$ cat src/rtl/cache_pkg.sv
// Shared types for the cache subsystem: response codes seen by cache_ctrl
// and the responder's state encoding.
package cache_pkg;

  localparam int ADDR_W_DEF = 8;
  localparam int DATA_W_DEF = 8;

  typedef enum logic [1:0] {
    HM_NONE = 2'd0,
    HM_HIT  = 2'd1,
    HM_MISS = 2'd2
  } hit_or_miss_e;

  typedef enum logic [1:0] {
    ST_IDLE    = 2'd0,
    ST_LOOKUP  = 2'd1,
    ST_RESPOND = 2'd2,
    ST_FILL    = 2'd3
  } resp_state_e;

endpackage

$ cat src/rtl/cache_tag_store.sv
// Direct-mapped tag/data store: combinational read by index, one write port,
// single-cycle invalidate of every line.
module cache_tag_store #(
  parameter int INDEX_W = 3,
  parameter int TAG_W   = 5,
  parameter int DATA_W  = 8
) (
  input  logic               clk,
  input  logic               rst_n,
  input  logic [INDEX_W-1:0] rd_idx,
  output logic               line_valid,
  output logic [TAG_W-1:0]   line_tag,
  output logic [DATA_W-1:0]  line_data,
  input  logic               we,
  input  logic [INDEX_W-1:0] wr_idx,
  input  logic [TAG_W-1:0]   wr_tag,
  input  logic [DATA_W-1:0]  wr_data,
  input  logic               flush
);

  localparam int LINES = 2 ** INDEX_W;

  logic [LINES-1:0]  valid_q, valid_d;
  logic [TAG_W-1:0]  tag_q  [LINES];
  logic [DATA_W-1:0] data_q [LINES];

  always_comb begin
    // NOTE: default every always_comb output first so no path leaves it unassigned (no latch).
    valid_d = valid_q;
    if (flush) begin
      valid_d = '0;
    end else if (we) begin
      valid_d[wr_idx] = 1'b1;
    end
  end

  // NOTE: sequential state uses non-blocking assignments so all flops update together.
  always_ff @(posedge clk or negedge rst_n) begin
    if (!rst_n) begin
      valid_q <= '0;
    end else begin
      valid_q <= valid_d;
    end
  end

  // NOTE: tag/data arrays are deliberately not reset; the valid bits gate every use.
  always_ff @(posedge clk) begin
    if (we) begin
      tag_q[wr_idx]  <= wr_tag;
      data_q[wr_idx] <= wr_data;
    end
  end

  assign line_valid = valid_q[rd_idx];
  assign line_tag   = tag_q[rd_idx];
  assign line_data  = data_q[rd_idx];

endmodule

$ cat src/rtl/cache_tag_responder.sv
// Cache-side responder: answers lookups with HIT/MISS after LOOKUP_LAT cycles,
// serves reads on hit and fills from memory on miss over a req/ack handshake.
module cache_tag_responder
  import cache_pkg::*;
#(
  parameter int ADDR_W     = ADDR_W_DEF,
  parameter int DATA_W     = DATA_W_DEF,
  parameter int INDEX_W    = 3,
  parameter int LOOKUP_LAT = 1
) (
  input  logic              clk,
  input  logic              rst_n,
  input  logic [ADDR_W-1:0] address,
  input  logic              check_cache,
  input  logic              read_cache,
  input  logic              read_memory,
  input  logic              flush,
  output logic [1:0]        hit_or_miss,
  output logic [DATA_W-1:0] rd_data,
  output logic              rd_valid,
  output logic              mem_req,
  output logic [ADDR_W-1:0] mem_addr,
  input  logic              mem_ack,
  input  logic [DATA_W-1:0] mem_data,
  output logic              proto_err
);

  localparam int TAG_W = ADDR_W - INDEX_W;

  resp_state_e       state_q, state_d;
  hit_or_miss_e      hm_q, hm_d;
  logic [ADDR_W-1:0] addr_q, addr_d;
  logic [2:0]        lat_q, lat_d;
  logic [DATA_W-1:0] rd_data_q, rd_data_d;
  logic              rd_valid_q, rd_valid_d;
  logic              mem_req_q, mem_req_d;
  logic [ADDR_W-1:0] mem_addr_q, mem_addr_d;
  logic              proto_err_q, proto_err_d;
  logic              flush_pend_q, flush_pend_d;

  logic              st_we, st_flush;
  logic              line_valid;
  logic [TAG_W-1:0]  line_tag;
  logic [DATA_W-1:0] line_data;
  logic              hit_now;

  cache_tag_store #(
    .INDEX_W (INDEX_W),
    .TAG_W   (TAG_W),
    .DATA_W  (DATA_W)
  ) u_store (
    .clk        (clk),
    .rst_n      (rst_n),
    .rd_idx     (addr_q[INDEX_W-1:0]),
    .line_valid (line_valid),
    .line_tag   (line_tag),
    .line_data  (line_data),
    .we         (st_we),
    .wr_idx     (addr_q[INDEX_W-1:0]),
    .wr_tag     (addr_q[ADDR_W-1:INDEX_W]),
    .wr_data    (mem_data),
    .flush      (st_flush)
  );

  assign hit_now = line_valid && (line_tag == addr_q[ADDR_W-1:INDEX_W]);

  always_comb begin
    state_d      = state_q;
    hm_d         = hm_q;
    addr_d       = addr_q;
    lat_d        = lat_q;
    rd_data_d    = rd_data_q;
    rd_valid_d   = 1'b0;
    mem_req_d    = mem_req_q;
    mem_addr_d   = mem_addr_q;
    proto_err_d  = proto_err_q;
    flush_pend_d = flush_pend_q;
    st_we        = 1'b0;
    st_flush     = 1'b0;

    // Flushes seen while busy are remembered and applied on the next idle cycle.
    if (state_q != ST_IDLE && flush) flush_pend_d = 1'b1;

    case (state_q)
      ST_IDLE: begin
        hm_d = HM_NONE;
        if (check_cache) begin
          addr_d  = address;
          lat_d   = 3'(LOOKUP_LAT - 1);
          state_d = ST_LOOKUP;
          if (flush) flush_pend_d = 1'b1;
        end else if (flush || flush_pend_q) begin
          st_flush     = 1'b1;
          flush_pend_d = 1'b0;
        end
      end
      ST_LOOKUP: begin
        if (lat_q == 3'd0) begin
          hm_d    = hit_now ? HM_HIT : HM_MISS;
          state_d = ST_RESPOND;
        end else begin
          lat_d = lat_q - 3'd1;
        end
      end
      ST_RESPOND: begin
        if ((read_cache && read_memory) ||
            (read_cache && hm_q != HM_HIT) ||
            (read_memory && hm_q != HM_MISS)) begin
          proto_err_d = 1'b1;
          hm_d        = HM_NONE;
          state_d     = ST_IDLE;
        end else if (read_cache) begin
          rd_data_d  = line_data;
          rd_valid_d = 1'b1;
          hm_d       = HM_NONE;
          state_d    = ST_IDLE;
        end else if (read_memory) begin
          mem_req_d  = 1'b1;
          mem_addr_d = addr_q;
          hm_d       = HM_NONE;
          state_d    = ST_FILL;
        end else if (!check_cache) begin
          hm_d    = HM_NONE;
          state_d = ST_IDLE;
        end
      end
      ST_FILL: begin
        if (mem_ack) begin
          st_we      = 1'b1;
          mem_req_d  = 1'b0;
          rd_data_d  = mem_data;
          rd_valid_d = 1'b1;
          state_d    = ST_IDLE;
        end
      end
      default: state_d = ST_IDLE;
    endcase
  end

  always_ff @(posedge clk or negedge rst_n) begin
    if (!rst_n) begin
      state_q      <= ST_IDLE;
      hm_q         <= HM_NONE;
      addr_q       <= '0;
      lat_q        <= '0;
      rd_data_q    <= '0;
      rd_valid_q   <= 1'b0;
      mem_req_q    <= 1'b0;
      mem_addr_q   <= '0;
      proto_err_q  <= 1'b0;
      flush_pend_q <= 1'b0;
    end else begin
      state_q      <= state_d;
      hm_q         <= hm_d;
      addr_q       <= addr_d;
      lat_q        <= lat_d;
      rd_data_q    <= rd_data_d;
      rd_valid_q   <= rd_valid_d;
      mem_req_q    <= mem_req_d;
      mem_addr_q   <= mem_addr_d;
      proto_err_q  <= proto_err_d;
      flush_pend_q <= flush_pend_d;
    end
  end

  assign hit_or_miss = hm_q;
  assign rd_data     = rd_data_q;
  assign rd_valid    = rd_valid_q;
  assign mem_req     = mem_req_q;
  assign mem_addr    = mem_addr_q;
  assign proto_err   = proto_err_q;

endmodule

$ cat config.mk
export PLATFORM = sky130hd
export DESIGN_NAME = cache_tag_responder
export DESIGN_NICKNAME = d
export VERILOG_FILES = /design/src/rtl/cache_pkg.sv /design/src/rtl/cache_tag_store.sv /design/src/rtl/cache_tag_responder.sv
export SDC_FILE = /design/constraint.sdc
export NUM_CORES = 1
export LEC_CHECK = 0
export CAP_MARGIN = 10
export CORE_ASPECT_RATIO = 1.1
export CORE_MARGIN = 4
export CORE_UTILIZATION = 63
export CTS_CLUSTER_DIAMETER = 100
export DETAILED_ROUTE_END_ITERATION = 12
export PLACE_DENSITY = 0.84
export SETUP_SLACK_MARGIN = 0.3
export SLEW_MARGIN = 10
export SYNTH_ARGS = -nofsm -noshare
export SYNTH_HDL_FRONTEND = slang
export SYNTH_HIERARCHICAL = 1
export SYNTH_SLANG_ARGS = --single-unit
$ cat constraint.sdc
create_clock -name clk -period 7.66 [get_ports clk]
set_input_delay 0.766 -clock clk [delete_from_list [all_inputs] [get_ports clk]]
set_output_delay 0.766 -clock clk [all_outputs]
set_load 0.05 [all_outputs]
---- After elaboration in Yosys (flattened, before gate mapping) ----
Memory sizes are Yosys's and may differ from the RTL's.
Index checks and enable logic that the tools add are counted.
word-level totals
  memories kept ........................... 2
  flip-flop bits (word level) ............. 43
  output and inout port bits .............. 21
  logic and storage cells ................. 105
  bits in writable memories ............... 104
  input port bits ......................... 23
memory list
  memory          depth  bits a word  read ports  clocked after memory_dff  write ports  RTL line               source
  u_store.data_q  8      8            1           0                         1            cache_tag_store.sv:25  logic [DATA_W-1:0] data_q [LINES];
  u_store.tag_q   8      5            1           0                         1            cache_tag_store.sv:24  logic [TAG_W-1:0] tag_q [LINES];
operators by class
  equal/unequal tests ..................... 15
  reduce and logical (&&, ||, !) cells .... 24
  add/subtract/negate cells ............... 1
  order comparisons ....................... 2
  bitwise operators ....................... 3
  muxes and demuxes ....................... 47
operators by type and width
  operator            number
  $mux 8              5
  $mux 2              12
  $mux 1              20
  $ne 2x2->1 const B  9
  $pmux 8 s2          1
  $reduce_and 4->1    3
  $or 8x8->8          1
  $pmux 2 s4          1
  $reduce_bool 2->1   4
  $logic_and 1x1->1   6
  $mux 3              2
  $pmux 2 s3          1
  $pmux 3 s2          1
  $reduce_and 3->1    2
  $eq 5x5->1          1
  $ne 5x5->1 const B  1
  $reduce_and 5->1    1
  $eq 2x2->1 const B  2
  $lt 3x4->1 const B  1
  $pmux 1 s2          2
  $reduce_and 2->1    2
  $bmux 1 s3          1
  $demux 1 s3         1
  $ge 3x1->1 const B  1
  other kinds (8)     11

---- Logic depth before layout (Yosys ltp) ----
Gate-level depths: netlist (run 1).
  depth in word-level cells ............... 7
  depth in mapped cells ................... 8
  gate-level depth less buffers ........... 6

---- Modules after synthesis ----
Netlist (run 1), hierarchy kept.
modules (own cells, without submodules)
  module               instances  cells each  seq. area each (um^2)  area an instance (um^2)
  cache_tag_store      1          195         3323.2                 4444.3
  cache_tag_responder  1          135         875.8                  1725.4

---- Worst setup path before layout (run 1) ----
No wires, ideal clock.
  kind .................................... register to register
  from .................................... register addr_q[0]
  to ...................................... register hm_q[1], in the netlist hit_or_miss[1]
  setup slack ............................. 5.228 ns
  arrival time ............................ 2.299 ns
  stages on the path, launching flop included .. 9
  data required time ...................... 7.527 ns
  clock period less this slack ............ 2.432 ns
  library setup time ...................... 0.133 ns
  path buffers ............................ 2
  cell sequence ........................... dfrtp_1 buf_6 buf_6 mux4_1 mux2_2 xor2_1 nor4_1 and3_1 o21ai_0
on the way
  cells in the longest elaborated chain, start to end .. 6
  elaborated cells between the ends (all ways) .. 8
  classes of those cells .................. 1 x eq/ne; 5 x mux; 1 x reduce/logical; 1 x memory
RTL lines
  item                    RTL line                    source
  start, declared         cache_tag_responder.sv:32   logic [ADDR_W-1:0] addr_q, addr_d;
  start signal, assigned  cache_tag_responder.sv:155  addr_q <= addr_d;
  $mem_v2 8x5             -
  net line_tag[1]         cache_tag_responder.sv:43   logic [TAG_W-1:0] line_tag;
  $eq 5x5->1              cache_tag_responder.sv:65   assign hit_now = line_valid && (line_tag == addr_q[ADDR_W-1:INDEX_W]);
  $logic_and 1x1->1       cache_tag_responder.sv:65
  $mux 2                  cache_tag_responder.sv:99   hm_d = hit_now ? HM_HIT : HM_MISS;
  $mux 2                  cache_tag_responder.sv:98   if (lat_q == 3'd0) begin
  $pmux 2 s3              cache_tag_responder.sv:84   case (state_q)
  end signal, assigned    cache_tag_responder.sv:154  hm_q <= hm_d;
  end, declared           cache_tag_responder.sv:31   hit_or_miss_e hm_q, hm_d;
The timed path passes the listed nets, and every way through them passes these cells. The select of a mux whose other input is x is not followed.
A chain may end at the register's enable or synchronous reset.

---- Worst setup path in the final report (run 1) ----
Same ends and word-level chain as after synthesis.

==> flow_summary_export.csv, run 1 <==
group,metric,value,unit
yosys,ys.flop_type,"edfxtp_1",
detailed_routing,finalWirelength,11800,um
detailed_routing,first_pass_iters,5,
finish,nets,408,
setup_path,critPathLaunch,"addr_q[0]",
cts,clkTransAtPathRegs,0.06,ns
setup_path,worst_setup_path_end_kind,"flip-flop",
cts,cts_resized,0,
finish,final_cell_mix,"edfxtp_1 (104), dfrtp_1 (43), clkdlybuf4s50_1 (42)",
global_route,track_usage,22.55,%
pwr,leakage,2.744,nW
sta,finalHoldViolations,0,
finish,multi_input_area,1800,um^2
detailed_routing,drtIter0Drc,249,
detailed_routing,antenna_left,0,
detailed_routing,vias_per_cell,6.251,
finish,layout_commonest_cell,"edfxtp_1",
cts,cts_buffers,17,
cts,cts_setup_buffers,0,
yosys,synth-edff-count,104,
cts,cts_tree,"yes",
sta,fin_crit,3.334,ns
pwr,p_seq_share,41.3,%
placed_design,post-place-ws,4.409,ns
cts,ctsRootBufferMaster,"clkbuf_8",
cts,clk_latency,0.51,ns
yosys,synth_cells,330,
setup_path,r2r_end,"hit_or_miss[1]",
run_status,status,"finished clean",
finish,seq_area,4199,um^2
global_route,grt_pass1_wl,18650,um
yosys,synth-seq-cells,147,
floorplan,start_util,65.33,%
placed_design,gp_congestion,0.7741,
detailed_routing,wl_per_cell,23.00,um
pwr,p_sw_share,32.22,%
cts,postCtsHoldBufs,0,
sta,grt_setup_unrepaired,"no",
global_route,met2_usage,35.46,%
yosys,syn_area,6170,um^2
finish,post-route-util,76.85,%
pwr,p_switching,0.0009130,W
yosys,syn_area_per_cell,18.70,um^2
pwr,power_frac_clock,28.7,%
setup_path,cp.arrival,3.71,ns
yosys,yosys_warnings,6,
finish,layout-drive-gt1-share,22.22,%
setup_path,critPathKind,"flip-flop to flip-flop",
setup_path,worstPathMaxFanout,22,
sta,tightestPinTransition,1.064,ns
global_route,grt_max_degree,44,
flow_run,drv_cap,0,
cts,htreeDepth,4,
setup_path,path_cells,"buf_4, mux4_1, mux2_2, xor2_1, nor4_1, and3_1, o21ai_0",
floorplan,row_count,37,
yosys,ys_seq_area_share,68.06,%
global_route,met3_usage,4.950,%
floorplan,pin_count,44,
floorplan,dieWidth,102.4,um
global_route,met1_usage,31.19,%
sta,slew_violations,0,
pwr,vdd_drop_max,0.0002481,V
setup_path,rrSetupSlack,4.33,ns
cts,clock_path_buffers,2,
sta,clock_skew,0.009152,ns
finish,final_cells,513,
global_route,busiest_layer,"met2",
placed_design,port_buffers,43,
yosys,synth_nets,355,
yosys,async_flop_share,29.25,%
detailed_routing,drc,0,
placed_design,dp_hpwl,6743,um
placed_design,dp_cells,481,
setup_path,crit_path_start_kind,"flip-flop",
yosys,ys_types,42,
sta,finalCritPeriodShare,43.52,%
setup_path,r2r-start,"addr_q[0]",
global_route,first_global_vias,3364,
setup_path,cpPeakStageDelay,0.93,ns
sta,slew_headroom,29.08,%
sta,setup_ws,4.326,ns
setup_path,slowest_stage,"dfrtp_1",
sta,setup-tns-final,0,ns
floorplan,fp.dieArea,11440,um^2
detailed_routing,vias,3207,
floorplan,core_area,9444,um^2
sta,setup_viol,0,
sta,fmaxAchievable,0.2999,GHz
finish,antennaDiodeCount,0,
floorplan,die_height,111.8,um
global_route,antenna_found_initial,0,
setup_path,r2r_cells,7,
global_route,overflow,0,
setup_path,critPathRequiredTime,8.03,ns
finish,num-fill-cells,525,
finish,synthToLayoutAreaGrowth,17.64,%
pwr,p_int,0.001921,W
hold_path,min_path_type,"input pin to asynchronous set/reset pin",
pwr,comb_power_share,30.0,%
pwr,cellPowerDensity,390.4,nW/um^2
cts,clock_sinks,147,
area by class of cell:
class | count | share of cell area [%]
Inverter | 21 | 1.155
Clock buffer | 19 | 5.809
Tap cell | 117 | 2.017
Multi-Input combinational cell | 150 | 24.81
Sequential cell | 147 | 57.85
Timing Repair Buffer | 46 | 6.171
Clock inverter | 13 | 2.189
critical path, delay by kind of cell, from the launching register on:
| kind | cells | cell delay, ns |
|---|---|---|
| AO/OA/AOI/OAI | 1 | 0.10 |
| XOR/XNOR | 1 | 0.16 |
| buffers and inverters | 1 | 0.45 |
| flip-flops | 1 | 0.93 |
| multiplexers | 2 | 0.91 |
| AND/OR/NAND/NOR | 2 | 0.63 |
kinds of logic after synthesis:
logic type | after synthesis | share of synthesized area [%]
flip-flops | 147 | 68.06
multiplexers | 76 | 21.03
AND/OR/NAND/NOR | 41 | 4.320
buffers and inverters | 33 | 2.758
AO/OA/AOI/OAI | 26 | 2.718
XOR/XNOR | 5 | 0.7098
adder cells (fa/ha/maj) | 2 | 0.4055
per-stage QoR:
step	hold WS, ns	total power (W)	cell area (um^2)
finish	0.4137	0.002834	7258
floorplan	0.4580	0.001789	6170
global route	0.4758	0.002964	7258
CTS	0.4349	0.002851	7258
detailed placement	0.4527	0.002024	6678
global placement	0.4549	0.001982	6678
synthesized netlist by cell type, drive strengths merged (2+ instances only):
cell type | n | area share [%]
edfxtp | 104 | 51
mux2 | 47 | 9.1
dfrtp | 43 | 17
mux4 | 28 | 12
inv | 20 | 1.2
a21oi | 10 | 0.99
buf | 9 | 1.2
nor2 | 8 | 0.49
o21ai | 7 | 0.57
nand2 | 6 | 0.49
xor2 | 4 | 0.57
and3 | 3 | 0.30
clkbuf | 3 | 0.18
nand2b | 3 | 0.30
nand3 | 3 | 0.24
nand4b | 3 | 0.43
nand4bb | 3 | 0.55
nor2b | 3 | 0.30
nor3 | 3 | 0.43
o31ai | 3 | 0.37
ha | 2 | 0.41
nor4 | 2 | 0.20
sequential cells by signal, summed over array words and instances (netlist names):
register and count:
state_q 2, mem_req 1, mem_addr 8, u_store/data_q 64, hit_or_miss 2, lat_q 3
rd_valid 1, u_store/tag_q 40, u_store/valid_q 8, proto_err 1, addr_q 8, rd_data 8
flush_pend_q 1
worst max-delay path by stage:
stage | to | slack [ns]
4_1_cts | hit_or_miss[1] | 4.33
2_1_floorplan | hit_or_miss[1] | 5.23
3_3_place_gp | hit_or_miss[1] | 4.49
6_report | hit_or_miss[1] | 4.33
5_1_grt | hit_or_miss[1] | 4.14
3_5_place_dp | hit_or_miss[1] | 4.41
metal layers:
| layer | share of wire, % | vias up |
|---|---|---|
| met5 | 0 | - |
| met4 | 1.4 | 0 |
| met3 | 4.9 | 14 |
| met2 | 51 | 108 |
| met1 | 43 | 1667 |
| li1 | - | 1418 |
power by group through the flow:
stage	registers [W]	clock network, W	logic (W)
floorplan	0.00124	0	0.000546
global placement	0.00117	0	0.000814
detailed placement	0.00118	0	0.000844
CTS	0.00117	0.000822	0.000857
global route	0.00119	0.000860	0.000909
finish	0.00117	0.000814	0.000850
No activity file was read; power rests on OpenSTA's default activity.
==> run 2, diff against run 1 <==
--- a/config.mk
+++ b/config.mk
@@ -8,10 +8,10 @@
 export CAP_MARGIN = 10
 export CORE_ASPECT_RATIO = 1.1
 export CORE_MARGIN = 4
-export CORE_UTILIZATION = 63
+export CORE_UTILIZATION = 53
 export CTS_CLUSTER_DIAMETER = 100
 export DETAILED_ROUTE_END_ITERATION = 12
-export PLACE_DENSITY = 0.84
+export PLACE_DENSITY = 0.75
 export SETUP_SLACK_MARGIN = 0.3
 export SLEW_MARGIN = 10
 export SYNTH_ARGS = -nofsm -noshare
==> constraint.sdc (replaced) <==
create_clock -name clk -period 2.9 [get_ports clk]
set_input_delay 0.29 -clock clk [delete_from_list [all_inputs] [get_ports clk]]
set_output_delay 0.29 -clock clk [all_outputs]
set_load 0.05 [all_outputs]
==> run 2 against run 1 <==
Compared with the run above: wire length fell by 4.8%; non-clock buffer count grew 10; register-to-register slack lost 3.9 ns; sequential power rose to 2.6 times the previous value; flip-flop and latch count unchanged; sequential share of layout area is 1.1 points lower; first-iteration DRC count down 22%; critical path depth unchanged; utilization is 12 points lower; highest routed layer unchanged.
==> flow_summary_export.csv, run 2 (synthesis gave the netlist of run 1 again) <==
group,metric,value,unit
sta,fmaxAchievable,0.3976,GHz
sta,setup_viol,0,
global_route,antenna_found_initial,0,
sta,tightestPinTransition,1.044,ns
detailed_routing,wl_per_cell,20.20,um
cts,cts_buffers,17,
setup_path,rrSetupSlack,0.38,ns
finish,layout_commonest_cell,"edfxtp_1",
setup_path,critPathTopFamily,"multiplexers",
global_route,grt_pass1_wl,17840,um
cts,cts_setup_buffers,0,
cts,clock_path_buffers,2,
setup_path,worstPathMaxFanout,9,
sta,grt_setup_unrepaired,"no",
detailed_routing,drtIter0Drc,195,
cts,clock_sinks,147,
finish,reg.largest.list,"u_store/data_q: 64 flops, u_store/tag_q: 40 flops",
setup_path,slowest_stage,"mux4_1",
run_status,status,"finished clean",
detailed_routing,vias,3125,
global_route,track_usage,17.99,%
cts,clk_latency,0.42,ns
cts,htreeDepth,4,
floorplan,dieWidth,110.9,um
setup_path,crit_path_start_kind,"flip-flop",
floorplan,fp.dieArea,13430,um^2
finish,nets,418,
sta,finalCritPeriodShare,86.73,%
setup_path,cpPeakStageDelay,0.59,ns
pwr,p_total,0.007548,W
setup_path,critPathKind,"flip-flop to flip-flop",
setup_path,critPathRequiredTime,3.19,ns
cts,cts_tree,"yes",
sta,clock_skew,0.01098,ns
finish,largest_register,"u_store/data_q",
placed_design,gp_congestion,0.7515,
placed_design,dp_cells,524,
pwr,leakage,2.813,nW
floorplan,pin_count,44,
floorplan,core_area,11440,um^2
detailed_routing,finalWirelength,11230,um
setup_path,path_cells,"mux4_1, mux2_2, xor2_1, nor4_1, buf_4, and3_1, o21ai_0",
finish,synthToLayoutAreaGrowth,20.00,%
global_route,overflow,0,
detailed_routing,wl_met1,4839,um
cts,ctsRootBufferMaster,"clkbuf_16",
detailed_routing,drc,0,
finish,layout-drive-gt1-share,24.63,%
finish,final_cells,556,
sta,setup-tns-final,0,ns
global_route,first_global_vias,3283,
placed_design,port_buffers,43,
detailed_routing,top_layer,"met4",
hold_path,min_path_type,"input pin to asynchronous set/reset pin",
finish,largest_reg_flops,64,
detailed_routing,first_pass_iters,4,
cts,postCtsHoldBufs,0,
flow_run,drv_cap,0,
cts,clkTransAtPathRegs,0.06,ns
floorplan,row_count,41,
detailed_routing,met3WireLength,460,um
floorplan,start_util,53.93,%
setup_path,worst_setup_path_end_kind,"flip-flop",
sta,fin_crit,2.515,ns
pwr,vdd_drop_max,0.0005713,V
finish,final_cell_mix,"edfxtp_1 (104), dfrtp_1 (42), clkdlybuf4s50_1 (42)",
sta,slew_violations,0,
detailed_routing,antenna_left,0,
sta,finalHoldViolations,0,
setup_path,cp.arrival,2.80,ns
sta,slew_headroom,30.41,%
detailed_routing,vias_per_cell,5.621,
cts,cts_resized,1,
finish,antennaDiodeCount,0,
setup_path,critPathBufInv,1,
pwr,cellPowerDensity,1020,nW/um^2
floorplan,die_height,121.2,um
global_route,grt_max_degree,44,
detailed_routing,met2_length,5767,um
finish,post-route-util,64.72,%
placed_design,dp_hpwl,6757,um
run 2: where the power goes:
part | switching (W) | total, W | leakage (nW) | internal, W
sequential | 0.000355 | 0.00300 | 1.48 | 0.00265
combinational | 0.00118 | 0.00233 | 1.04 | 0.00115
clock | 0.000802 | 0.00221 | 0.296 | 0.00141
run 2: final cells by class:
class | count | area [um^2]
clock buffers | 22 | 474.2
clock inverters | 10 | 130.1
fillers | 781 | 4036
inverters | 21 | 83.83
multi-input cells | 150 | 1800
flip-flops and latches | 147 | 4200
well taps | 150 | 187.7
repair buffers | 56 | 526.8
run 2: stage by stage:
stage | area (um^2) | hold slack [ns] | setup slack (ns)
after floorplan | 6170 | -0.005591 | 0.4683
after global placement | 6794 | 0.4566 | 0.2998
after detailed placement | 6794 | 0.4679 | 0.2569
after CTS | 7400 | 0.08485 | 0.3684
after global routing | 7403 | 0.1275 | 0.3145
final | 7403 | 0.05679 | 0.3848
run 2: path summary, 6_finish.rpt:
kind,start,end,depth (start not counted)
min reg2reg,proto_err,proto_err,2
max,addr_q[0],hit_or_miss[1],7
min,rst_n,rd_data[6],1
min in group clk,proto_err,proto_err,2
max in group asynchronous,rst_n,addr_q[0],1
max reg2reg,addr_q[0],hit_or_miss[1],7
run 2: per-layer routing:
layer  global-route usage, %  vias to the layer above
met2                   29.51                       67
met5                       0                        -
met4                   7.005                        0
met1                   23.16                     1603
met3                   4.788                       13
li1                        -                     1442
==> run 3, diff against run 2 <==
--- a/config.mk
+++ b/config.mk
@@ -6,7 +6,7 @@
 export NUM_CORES = 1
 export LEC_CHECK = 0
 export CAP_MARGIN = 10
-export CORE_ASPECT_RATIO = 1.1
+export CORE_ASPECT_RATIO = 2
 export CORE_MARGIN = 4
 export CORE_UTILIZATION = 53
 export CTS_CLUSTER_DIAMETER = 100
@@ -18,3 +18,4 @@
 export SYNTH_HDL_FRONTEND = slang
 export SYNTH_HIERARCHICAL = 1
 export SYNTH_SLANG_ARGS = --single-unit
+export TNS_END_PERCENT = 5
==> run 3 against run 2 <==
Compared with the run above: sequential power up 2%; die area up 0.76%; sequential share of layout area down 0.26 points; flip-flop and latch count unchanged; total power up 2.8%; fmax up 1.8%.
==> flow_summary_export.csv, run 3 (synthesis gave the netlist of run 1 again) <==
group,metric,value,unit
global_route,first_global_vias,3511,
setup_path,critPathKind,"flip-flop to flip-flop",
setup_path,worstPathMaxFanout,13,
sta,setup_viol,0,
cts,clkTransAtPathRegs,0.06,ns
pwr,p_seq_share,39.5,%
sta,finalCritPeriodShare,85.18,%
cts,htreeDepth,4,
pwr,cellPowerDensity,1042,nW/um^2
global_route,met2_usage,34.71,%
setup_path,cpPeakStageDelay,0.60,ns
pwr,vdd_drop_max,0.0007403,V
cts,ctsRootBufferMaster,"clkbuf_16",
global_route,antenna_found_initial,0,
pwr,p_switching,0.002426,W
pwr,p_sw_share,31.28,%
floorplan,start_util,54.34,%
cts,cts_buffers,17,
detailed_routing,vias,3257,
detailed_routing,vias_per_cell,5.933,
cts,cts_tree,"yes",
detailed_routing,antenna_left,0,
floorplan,row_count,55,
floorplan,dieWidth,84.29,um
finish,layout_commonest_cell,"edfxtp_1",
sta,setup-tns-final,0,ns
floorplan,fp.dieArea,13540,um^2
floorplan,die_height,160.6,um
setup_path,critPathRequiredTime,3.17,ns
sta,grt_setup_unrepaired,"no",
setup_path,slowest_stage,"mux4_1",
finish,final_cell_mix,"edfxtp_1 (104), clkdlybuf4s50_1 (42), dfrtp_1 (41)",
finish,post-route-util,65.56,%
pwr,comb_power_share,30.0,%
global_route,met3_usage,3.183,%
finish,layout-drive-gt1-share,25.06,%
floorplan,pin_count,44,
finish,largest_register,"u_store/data_q",
finish,synthToLayoutAreaGrowth,20.67,%
sta,fmaxAchievable,0.4048,GHz
global_route,busiest_layer,"met2",
finish,largest_reg_flops,64,
finish,nets,419,
finish,final_cells,549,
detailed_routing,first_pass_iters,4,
setup_path,worst_setup_path_end_kind,"flip-flop",
finish,seq_area,4204,um^2
pwr,p_int,0.005331,W
finish,antennaDiodeCount,0,
floorplan,core_area,11350,um^2
pwr,leakage,2.828,nW
sta,finalHoldViolations,0,
sta,slew_headroom,31.13,%
placed_design,dp_hpwl,7813,um
sta,clock_skew,0.008549,ns
setup_path,crit_path_start_kind,"flip-flop",
cts,clock_sinks,147,
cts,clk_latency,0.41,ns
sta,fin_crit,2.470,ns
global_route,grt_max_degree,44,
global_route,grt_pass1_wl,19420,um
setup_path,cp.arrival,2.74,ns
detailed_routing,drc,0,
finish,num-fill-cells,772,
global_route,overflow,0,
cts,clock_path_buffers,2,
placed_design,gp_congestion,0.7582,
sta,fin_hold_ws,0.06429,ns
sta,tightestPinTransition,1.033,ns
run_status,status,"finished clean",
detailed_routing,drtIter0Drc,226,
global_route,met1_usage,22.68,%
finish,multi_input_area,1807,um^2
global_route,track_usage,19.34,%
setup_path,path_cells,"mux4_1, mux2_2, xor2_1, nor4_2, and3_1, o21ai_0",
detailed_routing,wl_per_cell,22.46,um
hold_path,min_path_type,"input pin to asynchronous set/reset pin",
flow_run,drv_cap,0,
detailed_routing,finalWirelength,12330,um
pwr,power_frac_clock,30.5,%
placed_design,dp_cells,517,
finish,reg.largest.list,"u_store/data_q: 64 flops, u_store/tag_q: 40 flops",
sta,slew_violations,0,
placed_design,port_buffers,43,
-- run 3: cell count changes in the layout (fill, tap and decap cells not counted), moves of 2 or more --
cell       previous run  this run
clkinv_2              5         2
inv_6                 0         3
clkbuf_8              3         0
bufinv_16             3         5
-- run 3: worst max-delay path, delay by kind of cell (launching register included) --
family | cells | cell delay [ns]
AO/OA/AOI/OAI | 1 | 0.10
XOR/XNOR | 1 | 0.15
flip-flops | 1 | 0.55
multiplexers | 2 | 0.89
AND/OR/NAND/NOR | 2 | 0.63
-- run 3: per-layer routing --
metal	wire length, um	vias to the layer above
met1	4703	1724
li1	-	1436
met4	231	0
met3	370	20
met2	7023	77
met5	0	-
-- run 3: stage by stage --
step,total power (W),area [um^2],setup slack [ns]
floorplan,0.004727,6170,0.4683
global placement,0.005320,6792,0.1432
detailed placement,0.005402,6792,0.1091
CTS,0.007814,7438,0.3022
global route,0.008091,7445,0.3027
finish,0.007758,7445,0.4298
-- run 3: area by class of cell --
class	instances	area share [%]
flip-flops and latches	147	56.47
multi-input cells	150	24.27
repair buffers	57	7.176
clock buffers	19	5.815
clock inverters	13	2.756
well taps	142	2.387
inverters	21	1.126
-- run 3: what timing repair did --
item | CTS | global route
buffers inserted | 0 | 0
setup endpoints to repair | 9 | 8
gates resized for setup | 3 | 2
hold buffers | 0 | 0
-- run 3: power by group through the flow --
| stage | clock, W | sequential, W | combinational [W] |
|---|---|---|---|
| 2_1_floorplan | 0 | 0.00328 | 0.00144 |
| 6_report | 0.00236 | 0.00306 | 0.00233 |
| 3_5_place_dp | 0 | 0.00310 | 0.00230 |
| 5_1_grt | 0.00249 | 0.00312 | 0.00249 |
| 4_1_cts | 0.00240 | 0.00307 | 0.00234 |
| 3_3_place_gp | 0 | 0.00307 | 0.00225 |
-- run 3: final timing paths --
path	startpoint	endpoint	slack, ns	cells after the start
setup / recovery	addr_q[0]	hit_or_miss[1]	0.43	6
hold reg to reg	proto_err	proto_err	0.48	2
setup reg to reg	addr_q[0]	hit_or_miss[1]	0.43	6
max in group asynchronous	rst_n	addr_q[0]	2.08	1
hold / removal	rst_n	proto_err	0.06	1
min in group clk	proto_err	proto_err	0.48	2
